## src/rtl/wb_slave_mux_to.sv

```systemverilog
// Registered Wishbone slave mux: decodes adr[19:16] into one-hot slave strobes and
// force-terminates unmapped or hung accesses with a default word, counting each one.
module wb_slave_mux_to #(
    parameter int unsigned NSLV         = 4,
    parameter int unsigned TIMEOUT      = 255,
    parameter logic [31:0] DEFAULT_DATA = 32'hDEADBEEF
) (
    input  logic                 clk_i,
    input  logic                 rst_i,
    input  logic                 m_cyc_i,
    input  logic                 m_stb_i,
    input  logic                 m_we_i,
    input  logic [31:0]          m_adr_i,
    input  logic [31:0]          m_dat_i,
    input  logic [3:0]           m_sel_i,
    output logic [31:0]          m_dat_o,
    output logic                 m_ack_o,
    output logic                 s_cyc_o,
    output logic                 s_we_o,
    output logic [31:0]          s_adr_o,
    output logic [31:0]          s_dat_o,
    output logic [3:0]           s_sel_o,
    output logic [NSLV-1:0]      s_stb_o,
    input  logic [NSLV*32-1:0]   s_dat_i,
    input  logic [NSLV-1:0]      s_ack_i,
    output logic [7:0]           to_cnt_o,
    output logic                 to_irq_o,
    input  logic                 to_clr_i
);

    localparam int unsigned TW = 8;

    typedef enum logic [1:0] {IDLE, BUSY, ERR, RESP} state_t;

    state_t          state, state_d;
    logic [3:0]      slot, slot_d;
    logic [TW-1:0]   timer, timer_d;
    logic [31:0]     m_dat_d, s_adr_d, s_dat_d;
    logic            m_ack_d, s_cyc_d, s_we_d, to_irq_d, forced;
    logic [3:0]      s_sel_d;
    logic [NSLV-1:0] s_stb_d;
    logic [7:0]      to_cnt_d;
    logic [31:0]     slot_dat;
    logic            slot_ack;
    logic            mapped;

    // Select the latched slot's read data and ack; other slaves' acks are ignored
    always_comb begin
        slot_dat = '0;
        slot_ack = 1'b0;
        for (int i = 0; i < int'(NSLV); i++) begin
            if (slot == 4'(i)) begin
                slot_dat = s_dat_i[32*i +: 32];
                slot_ack = s_ack_i[i];
            end
        end
    end

    assign mapped = {1'b0, m_adr_i[19:16]} < 5'(NSLV);

    always_comb begin
        state_d  = state;
        slot_d   = slot;
        timer_d  = timer;
        m_dat_d  = m_dat_o;
        m_ack_d  = 1'b0;
        s_cyc_d  = s_cyc_o;
        s_we_d   = s_we_o;
        s_adr_d  = s_adr_o;
        s_dat_d  = s_dat_o;
        s_sel_d  = s_sel_o;
        s_stb_d  = s_stb_o;
        forced   = 1'b0;
        to_cnt_d = to_cnt_o;
        to_irq_d = to_irq_o;

        case (state)
            IDLE: begin
                if (m_cyc_i && m_stb_i) begin
                    s_cyc_d = 1'b1;
                    s_we_d  = m_we_i;
                    s_adr_d = m_adr_i;
                    s_dat_d = m_dat_i;
                    s_sel_d = m_sel_i;
                    slot_d  = m_adr_i[19:16];
                    timer_d = '0;
                    s_stb_d = '0;
                    if (mapped) begin
                        for (int i = 0; i < int'(NSLV); i++) begin
                            s_stb_d[i] = (m_adr_i[19:16] == 4'(i));
                        end
                        state_d = BUSY;
                    end else begin
                        state_d = ERR;
                    end
                end
            end
            BUSY: begin
                if (!m_cyc_i) begin
                    s_stb_d = '0;
                    s_cyc_d = 1'b0;
                    state_d = IDLE;
                end else if (slot_ack) begin
                    m_dat_d = slot_dat;
                    s_stb_d = '0;
                    s_cyc_d = 1'b0;
                    m_ack_d = 1'b1;
                    state_d = RESP;
                end else if (timer == TW'(TIMEOUT - 1)) begin
                    m_dat_d = DEFAULT_DATA;
                    s_stb_d = '0;
                    s_cyc_d = 1'b0;
                    forced  = 1'b1;
                    m_ack_d = 1'b1;
                    state_d = RESP;
                end else begin
                    timer_d = timer + TW'(1);
                end
            end
            ERR: begin
                m_dat_d = DEFAULT_DATA;
                s_cyc_d = 1'b0;
                forced  = 1'b1;
                m_ack_d = 1'b1;
                state_d = RESP;
            end
            RESP: begin
                state_d = IDLE;
            end
            default: begin
                state_d = IDLE;
            end
        endcase

        // A clear coinciding with a forced termination still records that event
        if (to_clr_i) begin
            to_cnt_d = forced ? 8'd1 : 8'd0;
        end else if (forced && (to_cnt_o != 8'hFF)) begin
            to_cnt_d = to_cnt_o + 8'd1;
        end
        to_irq_d = forced | (to_irq_o & ~to_clr_i);
    end

    always_ff @(posedge clk_i or posedge rst_i) begin
        if (rst_i) begin
            state    <= IDLE;
            slot     <= '0;
            timer    <= '0;
            m_dat_o  <= '0;
            m_ack_o  <= 1'b0;
            s_cyc_o  <= 1'b0;
            s_we_o   <= 1'b0;
            s_adr_o  <= '0;
            s_dat_o  <= '0;
            s_sel_o  <= '0;
            s_stb_o  <= '0;
            to_cnt_o <= '0;
            to_irq_o <= 1'b0;
        end else begin
            state    <= state_d;
            slot     <= slot_d;
            timer    <= timer_d;
            m_dat_o  <= m_dat_d;
            m_ack_o  <= m_ack_d;
            s_cyc_o  <= s_cyc_d;
            s_we_o   <= s_we_d;
            s_adr_o  <= s_adr_d;
            s_dat_o  <= s_dat_d;
            s_sel_o  <= s_sel_d;
            s_stb_o  <= s_stb_d;
            to_cnt_o <= to_cnt_d;
            to_irq_o <= to_irq_d;
        end
    end

endmodule

```

## config.mk

```make
export PLATFORM = sky130hd
export DESIGN_NAME = wb_slave_mux_to
export DESIGN_NICKNAME = d
export VERILOG_FILES = /design/src/rtl/wb_slave_mux_to.sv
export SDC_FILE = /design/constraint.sdc
export NUM_CORES = 1
export LEC_CHECK = 0
export CAP_MARGIN = 20
export CORE_ASPECT_RATIO = 0.7
export CORE_MARGIN = 2
export CORE_UTILIZATION = 30
export CTS_CLUSTER_DIAMETER = 80
export DETAILED_ROUTE_END_ITERATION = 12
export PLACE_DENSITY_LB_ADDON = 0.12
export SLEW_MARGIN = 20
export SYNTH_ARGS = -nofsm -noshare
export SYNTH_HDL_FRONTEND = slang
export SYNTH_SLANG_ARGS = --single-unit
```

## constraint.sdc

```tcl
create_clock -name clk_i -period 4 [get_ports clk_i]
set_clock_uncertainty 0.2 [all_clocks]
set_input_delay 0.6 -clock clk_i [delete_from_list [all_inputs] [get_ports clk_i]]
set_output_delay 0.6 -clock clk_i [all_outputs]
set_load 0.01 [all_outputs]
```

==> impl_metrics.ini <==
[synthesis]
muxShareOfSynthArea = 0.293
netlist_area_um2 = 6240
synthXorXnorAreaFrac = 0
synth_compound_area_frac = 0.0826
avgSynthCellArea_um2 = 12.6
synth-simple-area-share = 0.0611
synth_top_flop_cell = dfrtp_1
yosysUniqueCellTypes = 41
synth_top_family_by_area = multiplexers
ys_seq_area_frac = 0.505
yosysWarningCount = 0
syn_inst = 495
synthAdderAreaFrac = 0.0160
async_flop_share = 1.00
syn_nets = 709
synth_edf_count = 0
synth_seq_cells = 126

[finish]
stdcell_area_um2 = 10300
antenna_cells = 0
layout_commonest_cell = clkdlybuf4s50_1
area_delta_synth_final_pct = 65.5
instances_no_fill = 1102
final_cell_mix = 321 x clkdlybuf4s50_1, 124 x dfrtp_1, 78 x mux2_2
drive_gt1_frac = 0.183
fin_nets = 1028

[routing]
ant_nets = 0
drc = 0
drtIter0Drc = 236
wl_per_cell_um = 18.2
first_pass_iters = 5
wirelength_mm = 20.1
vias_per_cell = 4.73
vias = 5210

[clocking]
cts_tree = done
clkTransAtPathRegs_ns = 0.06
post_cts_buffers = 0
clock-root-buffer = clkbuf_16
clock_latency_ns = 0.41
clockBufferDepth = 2
ctsHtreeMaxLevel = 4
post_cts_resized = 0
cts_hold_buffers = 0
numCtsBuffers = 17
clkSinkCount = 126

[pwr]
p_per_area_nw_per_um2 = 692
vdd_drop_max_uv = 276
leakage_uw = 0.00442

[grt]
grt-ovfl-total = 0
grt_pass1_vias = 5564
grt_pass1_wl_mm = 31.1
gr-usage-all-layers = 0.183
grt_antenna_before_repair = 0
grt_max_degree = 70

[critical_path]
required_ns = 4.12
cp.arrival_ns = 2.99
max_stage_delay_ns = 0.67
cp_max_fo = 24
worstSetupEndpointType = flop
cpMaxStageDelayCell = dfrtp_2
cp_cell_sequence = mux2_2 > a22oi_4 > a21oi_1 > a21oi_4 > buf_4 > mux2i_1
path_class = reg -> reg
startpoint_type = flop

[placed_design]
port_buffers = 321
post-place-ws_ns = 0.921
dp_hpwl_mm = 15.5
place_congestion = 0.826
placed_area_um2 = 9780
dp_cells = 1071

[run]
maxCapViolCount = 0

[floorplanning]
die_w_um = 176
start_util = 0.303
ios = 322
core_area_um2 = 20600
die-area_um2 = 22000
die_y_um = 125
rows = 44

[timing]
timing_worst_slew_pin_value_ns = 1.07
finalSetupTns_ns = 0
clock.fmax_mhz = 349
min_period_over_period = 0.717
holdWs_ns = 0.294
hold_violations = 0
setup-violations-final = 0
slew_viol_final = 0
relSlewSlack = 0.285
rsz0062_at_grt = no
postLayoutSetupSlackWorst_ns = 1.13
fin_crit_ns = 2.87

[worst_hold_path]
hp-class = reg -> reg

[run_status]
status = finished, final reports clean
worst paths after layout:
path	from	endpoint	slack [ns]	cells after the start
max	s_adr_o[16]	m_dat_o[9]	1.13	6
min	m_dat_o[24]	m_dat_o[24]	0.29	1
max reg2reg	s_adr_o[16]	m_dat_o[9]	1.13	6
min reg2reg	m_dat_o[24]	m_dat_o[24]	0.29	1
max in group asynchronous	rst_i	s_dat_o[16]	2.29	3
min in group asynchronous	rst_i	s_adr_o[8]	0.51	2
synthesized netlist by cell type (9+ instances only):
cell type | n | area [um^2]
buf_2 | 10 | 50.1
a21oi_1 | 38 | 190
a211oi_1 | 10 | 75.1
nand2_1 | 19 | 71.3
mux2_2 | 78 | 878
nor2_1 | 9 | 33.8
dfrtp_1 | 126 | 3150
inv_1 | 35 | 131
mux4_2 | 24 | 541
mux2i_1 | 34 | 340
clkbuf_1 | 14 | 52.6
o21ai_0 | 20 | 100
per-stage QoR:
step	total power [uW]	util
6_report	7140	0.502
5_1_grt	7580	0.502
4_1_cts	7240	0.502
3_5_place_dp	5760	0.475
3_3_place_gp	5690	0.475
2_1_floorplan	4010	-
final cells by class:
class	count	area (um^2)
Tap cell	276	345
Clock inverter	14	120
Fill cell	1831	10300
Sequential cell	126	3160
Inverter	35	135
Multi-Input combinational cell	305	2850
Clock buffer	17	425
Timing Repair Buffer	329	3300
state kept, by name (all words and copies together), names as in the netlist:
name      flops
m_ack_o       1
m_dat_o      32
s_adr_o      32
s_cyc_o       1
s_dat_o      32
s_sel_o       4
s_stb_o       4
s_we_o        1
state         2
timer         8
to_cnt_o      8
to_irq_o      1
critical path: cells and delay by family, from the launching register on:
| kind | cells | cell delay [ns] |
|---|---|---|
| AOI/OAI and AO/OA | 3 | 0.77 |
| buffers and inverters | 1 | 0.45 |
| DFF | 1 | 0.67 |
| muxes | 2 | 0.67 |
kinds of logic after synthesis:
logic type      Yosys count
buf+inv                  64
mux                     142
compound gates           84
simple gates             71
fa+ha+maj                 8
flops                   126
report_power, final:
group | internal (uW) | switching (uW)
registers | 1840 | 385
logic | 1980 | 1500
clock network | 849 | 588
metal layers:
| layer | wire length (um) | vias to the layer above | global-route usage |
|---|---|---|---|
| met5 | 0 | - | 0 |
| met3 | 1370 | 15 | 0.0543 |
| li1 | - | 2448 | - |
| met1 | 8480 | 2586 | 0.224 |
| met4 | 248 | 0 | 0.0530 |
| met2 | 9980 | 161 | 0.313 |
Note: power is estimated with default switching activity, not from simulation.
